$ cat src/rtl/uart_frame_sched.sv
// uart_frame_sched: frame scheduler in front of the 18-channel UART transmitter.
// OR-accumulates spike levels over a fixed window, snapshots the window into
// tx_frame at the boundary, pulses uart_start and waits for uart_done. A window
// that closes while the transmitter cannot take it is dropped and flagged.
// Optional feature: define UART_SCHED_WDT_EN to add the WAIT-state watchdog
// (timeout_err); without it WAIT lasts until uart_done and timeout_err is 0.
//
// Handshake: uart_start is a one-cycle launch strobe with tx_frame held stable
// while it is high; the transmitter answers with a one-cycle uart_done pulse,
// which is only honoured in WAIT. tx_busy is only looked at on an ACCUM boundary.
module uart_frame_sched #(
    parameter int unsigned CH_W        = 18,
    parameter int unsigned WIN_CYC     = 50000,
    parameter int unsigned TIMEOUT_CYC = 16384,
    parameter int unsigned CNT_W       = 16
) (
    input  logic             sys_clk,
    input  logic             sys_reset,
    input  logic             en,
    input  logic             clr_status,
    input  logic [CH_W-1:0]  spike_in,
    input  logic             tx_busy,
    input  logic             uart_done,
    output logic             uart_start,
    output logic [CH_W-1:0]  tx_frame,
    output logic [CNT_W-1:0] frame_cnt,
    output logic             overrun,
    output logic             timeout_err,
    output logic [1:0]       sched_state
);

    localparam int unsigned WIN_W = $clog2(WIN_CYC);

    localparam logic [1:0] ST_IDLE   = 2'd0;
    localparam logic [1:0] ST_ACCUM  = 2'd1;
    localparam logic [1:0] ST_LAUNCH = 2'd2;
    localparam logic [1:0] ST_WAIT   = 2'd3;

    // Reject parameter values the counters cannot represent.
    if (WIN_CYC < 4 || TIMEOUT_CYC < 2) begin : g_param_check
        $error("uart_frame_sched: WIN_CYC must be >= 4 and TIMEOUT_CYC >= 2");
    end

    logic [1:0]       state_q, state_d;
    logic [WIN_W-1:0] win_cnt_q, win_cnt_d;
    logic [CH_W-1:0]  acc_q, acc_d;
    logic [CH_W-1:0]  tx_frame_q, tx_frame_d;
    logic [CNT_W-1:0] frame_cnt_q, frame_cnt_d;
    logic             overrun_q, overrun_d;

    logic boundary;
    logic done_ok;
    logic wdt_fire;
    logic overrun_set;

    // Last cycle of the sampling window; never true while idle.
    assign boundary = (state_q != ST_IDLE) && (win_cnt_q == WIN_W'(WIN_CYC - 1));
    assign done_ok  = (state_q == ST_WAIT) && uart_done;

`ifdef UART_SCHED_WDT_EN
    localparam int unsigned WDT_W = $clog2(TIMEOUT_CYC);

    logic [WDT_W-1:0] wdt_q, wdt_d;
    logic             timeout_q, timeout_d;

    // uart_done on the final watchdog cycle counts as a normal completion.
    assign wdt_fire = (state_q == ST_WAIT) && !uart_done &&
                      (wdt_q == WDT_W'(TIMEOUT_CYC - 1));

    // Watchdog counts WAIT cycles from 0; timeout flag is sticky until cleared.
    always_comb begin
        wdt_d     = (state_q == ST_WAIT && state_d == ST_WAIT) ? wdt_q + 1'b1 : '0;
        timeout_d = (timeout_q & ~clr_status) | wdt_fire;
    end

    // Watchdog registers.
    always_ff @(posedge sys_clk) begin
        if (sys_reset) begin
            wdt_q     <= '0;
            timeout_q <= 1'b0;
        end else begin
            wdt_q     <= wdt_d;
            timeout_q <= timeout_d;
        end
    end

    assign timeout_err = timeout_q;
`else
    assign wdt_fire    = 1'b0;
    assign timeout_err = 1'b0;
`endif

    // FSM state register.
    always_ff @(posedge sys_clk) begin
        if (sys_reset) begin
            state_q <= ST_IDLE;
        end else begin
            state_q <= state_d;
        end
    end

    // FSM next state: en=0 in ACCUM wins over a boundary; LAUNCH/WAIT always finish.
    always_comb begin
        state_d = state_q;
        case (state_q)
            ST_IDLE: begin
                if (en) state_d = ST_ACCUM;
            end
            ST_ACCUM: begin
                if (!en)                       state_d = ST_IDLE;
                else if (boundary && !tx_busy) state_d = ST_LAUNCH;
            end
            ST_LAUNCH: begin
                state_d = ST_WAIT;
            end
            default: begin
                if (done_ok || wdt_fire) state_d = en ? ST_ACCUM : ST_IDLE;
            end
        endcase
    end

    // FSM outputs: launch strobe for the single LAUNCH cycle, state for debug.
    always_comb begin
        uart_start  = (state_q == ST_LAUNCH);
        sched_state = state_q;
    end

    // Window counter, accumulator, frame snapshot, frame counter and overrun flag.
    always_comb begin
        win_cnt_d   = win_cnt_q;
        acc_d       = acc_q;
        tx_frame_d  = tx_frame_q;
        frame_cnt_d = frame_cnt_q;
        overrun_set = 1'b0;

        if (state_q == ST_IDLE || state_d == ST_IDLE) begin
            win_cnt_d = '0;
            acc_d     = '0;
        end else if (boundary) begin
            win_cnt_d = '0;
            acc_d     = '0;
        end else begin
            win_cnt_d = win_cnt_q + 1'b1;
            acc_d     = acc_q | spike_in;
        end

        if (boundary) begin
            if (state_q == ST_ACCUM) begin
                if (en && !tx_busy) tx_frame_d  = acc_q | spike_in;
                if (en && tx_busy)  overrun_set = 1'b1;
            end else begin
                // Transmitter still owns the previous frame: drop this window.
                overrun_set = 1'b1;
            end
        end

        if (done_ok) frame_cnt_d = frame_cnt_q + 1'b1;

        overrun_d = (overrun_q & ~clr_status) | overrun_set;
    end

    // Datapath registers.
    always_ff @(posedge sys_clk) begin
        if (sys_reset) begin
            win_cnt_q   <= '0;
            acc_q       <= '0;
            tx_frame_q  <= '0;
            frame_cnt_q <= '0;
            overrun_q   <= 1'b0;
        end else begin
            win_cnt_q   <= win_cnt_d;
            acc_q       <= acc_d;
            tx_frame_q  <= tx_frame_d;
            frame_cnt_q <= frame_cnt_d;
            overrun_q   <= overrun_d;
        end
    end

    assign tx_frame  = tx_frame_q;
    assign frame_cnt = frame_cnt_q;
    assign overrun   = overrun_q;

endmodule

$ cat config.mk
export PLATFORM = sky130hd
export DESIGN_NAME = uart_frame_sched
export DESIGN_NICKNAME = d
export VERILOG_FILES = /design/src/rtl/uart_frame_sched.sv
export SDC_FILE = /design/constraint.sdc
export NUM_CORES = 1
export LEC_CHECK = 0
export CAP_MARGIN = 40
export CORE_MARGIN = 4
export CORE_UTILIZATION = 49
export CTS_CLUSTER_DIAMETER = 150
export DETAILED_ROUTE_END_ITERATION = 8
export HOLD_SLACK_MARGIN = 0.06
export PLACE_DENSITY = 0.86
export REMOVE_ABC_BUFFERS = 1
export SETUP_SLACK_MARGIN = 0.05
export SLEW_MARGIN = 20
export SYNTH_ARGS = -nofsm -noshare
export SYNTH_HDL_FRONTEND = slang
export SYNTH_SLANG_ARGS = --single-unit
$ cat constraint.sdc
create_clock -name sys_clk -period 2.3 [get_ports sys_clk]
set_input_delay 0.345 -clock sys_clk [delete_from_list [all_inputs] [get_ports sys_clk]]
set_output_delay 0.345 -clock sys_clk [all_outputs]
set_load 0.02 [all_outputs]
After elaboration in Yosys (flattened, before gate mapping):

Index checks and enable logic that the tools add are counted.

* reductions and logical operators: 12
* equality and inequality tests: 4
* muxes and demuxes: 9
* bitwise operators: 4
* add/subtract/negate cells: 2

Operator list (number)
* $add 16x1->16 const B: 2
* $or 18x18->18: 1
* $eq 16x16->1 const B: 1
* $mux 2: 4
* $pmux 2 s3: 1
* $logic_and 1x1->1: 5
* $eq 2x2->1 const B: 2
* $logic_not 2->1: 2
* $mux 1: 4
* $reduce_and 3->1: 1
* $reduce_or 3->1: 1
* $eq 2x1->1 const B: 1
* $reduce_bool 2->1: 1
* $and 1x1->1: 1
* $logic_not 1->1: 1
* $logic_or 1x1->1: 1
* $not 1->1: 1
* $or 1x1->1: 1

* logic and storage cells: 37
* bits in registers: 71
* input port bits: 24
* output and inout bits: 39

Longest topological paths before layout:

* word-level depth: 9
* mapped depth: 7
* mapped depth without buffers: 5

Worst setup path before layout:

OpenSTA, ideal clock, no wires.

* kind: flip-flop to flip-flop
* start: register state_q[1], in the netlist sched_state[1]
* end: register tx_frame_q[16], in the netlist tx_frame[16]
* data arrival time: 1878 ps
* stages on the path, launching flop included: 7
* path buffers: 2
* setup slack: 287 ps
* library setup time: 136 ps
* clock period less this slack: 2013 ps
* required time: 2164 ps
* cells stage by stage: dfxtp_1 buf_2 o211ai_1 or4_4 nor4_4 buf_6 a211oi_1

* longest elaborated chain between the ends: 3
* elaborated cells between the ends (all ways): 4
* those cells by class: 1 x eq/ne; 3 x reduce/logical

RTL lines
* start, declared: line 44 `logic [1:0] state_q, state_d;`
* start signal, assigned: line 98 `state_q <= state_d;`
* $reduce_bool 2->1: line 57 `assign boundary = (state_q != ST_IDLE) && (win_cnt_q == WIN_W'(WIN_CYC - 1));`
* $logic_and 1x1->1: line 57
* $reduce_and 3->1 (no source line) *
* end signal, assigned: line 173 `tx_frame_q <= tx_frame_d;`
* end, declared: line 47 `logic [CH_W-1:0] tx_frame_q, tx_frame_d;`

Mark *: on every way between the ends. The rest lies on a longest branch, timed or not.
A chain may end at the register's enable or synchronous reset.

Worst setup path in the final report:

* start: register state_q[1], in the netlist sched_state[1]
* end: register tx_frame_q[10], in the netlist tx_frame[10]

Same word-level chain as after synthesis.

==> results.toml <==
[timing]
fin_hold_ws_ns = 0.452
maxSlewViolCount = 0
min_period_ns = 1.98
timing.final.crit_share_pct = 86.0
finalHoldViolCount = 0
setup_viol = 0
tightest_slew_ns = 0.494
rsz0062_at_grt = "no"
tns_ns = 0
finalClockSkew_ns = 0.00695
slew_headroom_pct = 66.8
fmax_mhz = 506

[power_and_ir_drop]
pwr-share-comb_pct = 3.6
power.internal_mw = 2.00
ir_worst_vdd_uv = 563
seq_power_share_pct = 49.8
p_sw_mw = 0.487
p_leak_nw = 1.25
switching_share_pct = 19.5
clkPwrFrac_pct = 46.6
power_density_mw_per_mm2 = 669

[layout]
fillCellCount = 461
final_common_cell = "dfxtp_1"
mostFrequentLayoutCells = "71 x dfxtp_1, 68 x nor2_1, 61 x clkdlybuf4s50_1"
seq_area_mm2 = 0.00142
drive_above_1_share_pct = 9.23
fin_util_pct = 67.6
fin_cells = 451
nets = 400
synthToLayoutAreaGrowth_pct = 33.4
multi_input_area_mm2 = 0.00125
antennaDiodeCount = 0

[worst_setup_path]
ff2ff_setup_slack_ns = 0.32
worstSetupPathType = "reg -> reg"
path_depth = 5
r2r-start = "sched_state[1]"
cp.arrival_ns = 2.18
endpoint = "tx_frame[10]"
critPathMaxFanout = 18
critPathBufInv = 1
crit_start = "sched_state[1]"
slowest_delay_ns = 0.53
cp_top_family = "simple AND/OR/NAND/NOR gates"
cp.required_ns = 2.50
reg2reg_depth = 5
path_cells = "o211ai_1 > or4_4 > nor4_4 > buf_4 > a211oi_1"
worstReg2RegEnd = "tx_frame[10]"
worstSetupEndpointType = "flip-flop"
start_kind = "flip-flop"
critical_path.slowest_cell = "dfxtp_1"

[die]
die_height_um = 83.4
dieWidth_um = 83.4
die_area_mm2 = 0.00696
core_area_mm2 = 0.00551
ios = 63
start_util_pct = 50.6
rows = 27

[routing]
dr.pass1.iters = 5
ant_nets = 0
vias = 2397
drt-initial-drc-count = 98
drt-met1-wl_um = 2820
top_layer = "met4"
routedWlPerCell_um = 13.8
vias_per_cell = 5.31
dr_wl_met2_um = 2940
drc = 0
wl_met3_um = 345
routed_wl_um = 6220

[clocking]
clk_pin_slew_ns = 0.07
cts_num_sinks = 71
post_cts_buffers = 0
insertion_delay_ns = 0.33
cts_hold_buffers = 0
cts_tree = "built"
cts_root_buffer = "clkbuf_8"
cts_buffer_depth = 2
h-tree-depth = 3
cts_resized = 0
cts_buffers = 9

[global_route]
track_usage_pct = 18.3
overflow = 0
antenna_found_initial = 0
grt_pass1_wl_um = 10300
grt_pass1_vias = 2220
grt_max_degree = 37

[placement]
gp_congestion = 0.828
dp.cells = 435
numPortBuffers = 61
place_hpwl_um = 4400

[synth]
async_flop_share_pct = 0
yosysTopAreaCell = "dfxtp_1"
syn-cell-area_mm2 = 0.00279
syn_inst = 308
avgSynthCellArea_um2 = 9.05
yosysWarnings = 0
synth_area_leaders = "dfxtp_1 51%, nor2_1 9.2%, xnor2_1 5.3%"
synth.yosys.seq_area_share_pct = 51.0
synth-seq-cells = 71
ys.flop_type = "dfxtp_1"
synth_edf_count = 0
synth_cell_types = 42
synth.top_cell.area_share_pct = 51.0

[worst_hold_path]
min_from = "acc_q[11]"
hp-class = "reg -> reg"

[outcome]
status = "complete, no violations"

[run]
max_cap_viol_count = 0
cells in the mapped netlist (all sizes together), types with 3 or more instances:
cell type	instances
nand2	9
a21oi	26
o21ai	4
xnor2	17
nor4	8
a211oi	18
nor2	68
nand3	10
buf	9
xor2	6
nand4	9
clkbuf	7
or4	3
dfxtp	71
inv	9
or3	4
nor3	8
worst reg2reg max path, delay by kind of cell (launching register included):
kind	cells	cell delay, ns
flip-flops	1	0.53
AO/OA/AOI/OAI	2	0.32
buffers and inverters	1	0.28
AND/OR/NAND/NOR	2	0.73
registers in the layout, summed over array words and instances, names as in the netlist:
name / cells
overrun: 1
frame_cnt: 16
sched_state: 2
win_cnt_q: 16
acc_q: 18
tx_frame: 18
through the flow:
step | setup slack, ns | power [mW] | cell area (um^2)
after floorplan | -0.957 | 1.29 | 2700
after global placement | 0.227 | 1.36 | 3480
after detailed placement | 0.176 | 1.36 | 3480
after CTS | 0.307 | 2.52 | 3720
after global routing | 0.191 | 2.59 | 3720
final | 0.322 | 2.49 | 3720
layout make-up:
cell class	count	share of cell area [%]
Sequential cell	71	38.2
Multi-Input combinational cell	212	33.7
Timing Repair Buffer	71	18.4
Clock buffer	10	3.43
Clock inverter	6	2.93
Tap cell	72	2.42
Inverter	9	0.908
worst min-delay path by stage:
stage,endpoint,slack (ns),cells past startpoint
floorplan,tx_frame[0],0.41,1
global placement,acc_q[10],0.43,2
detailed placement,acc_q[10],0.44,2
CTS,acc_q[10],0.46,2
global route,acc_q[15],0.48,2
finish,acc_q[11],0.45,2
power by group through the flow:
stage / logic (mW) / clock network (mW) / registers [mW]
2_1_floorplan: 0.0249 / 0 / 1.27
3_3_place_gp: 0.0873 / 0 / 1.27
3_5_place_dp: 0.0888 / 0 / 1.27
4_1_cts: 0.0897 / 1.19 / 1.24
5_1_grt: 0.0961 / 1.25 / 1.24
6_report: 0.0894 / 1.16 / 1.24
kinds of logic after synthesis:
group,Yosys count,synth area share [%]
other,1,0.135
and+or+nand+nor,129,23.4
xor gates and xnor gates,23,7.23
AOI/OAI and AO/OA,56,12.7
buffers and inverters,25,4.31
DFF,71,51.0
adders and majority gates,2,0.898
muxes,1,0.359
metal layers:
metal | vias to the layer above | global-route usage, %
li1 | 1206 | -
met1 | 1114 | 22.2
met2 | 69 | 30.0
met3 | 8 | 4.66
met4 | 0 | 9.06
met5 | - | 0
Power figures use the tool's default switching activity.
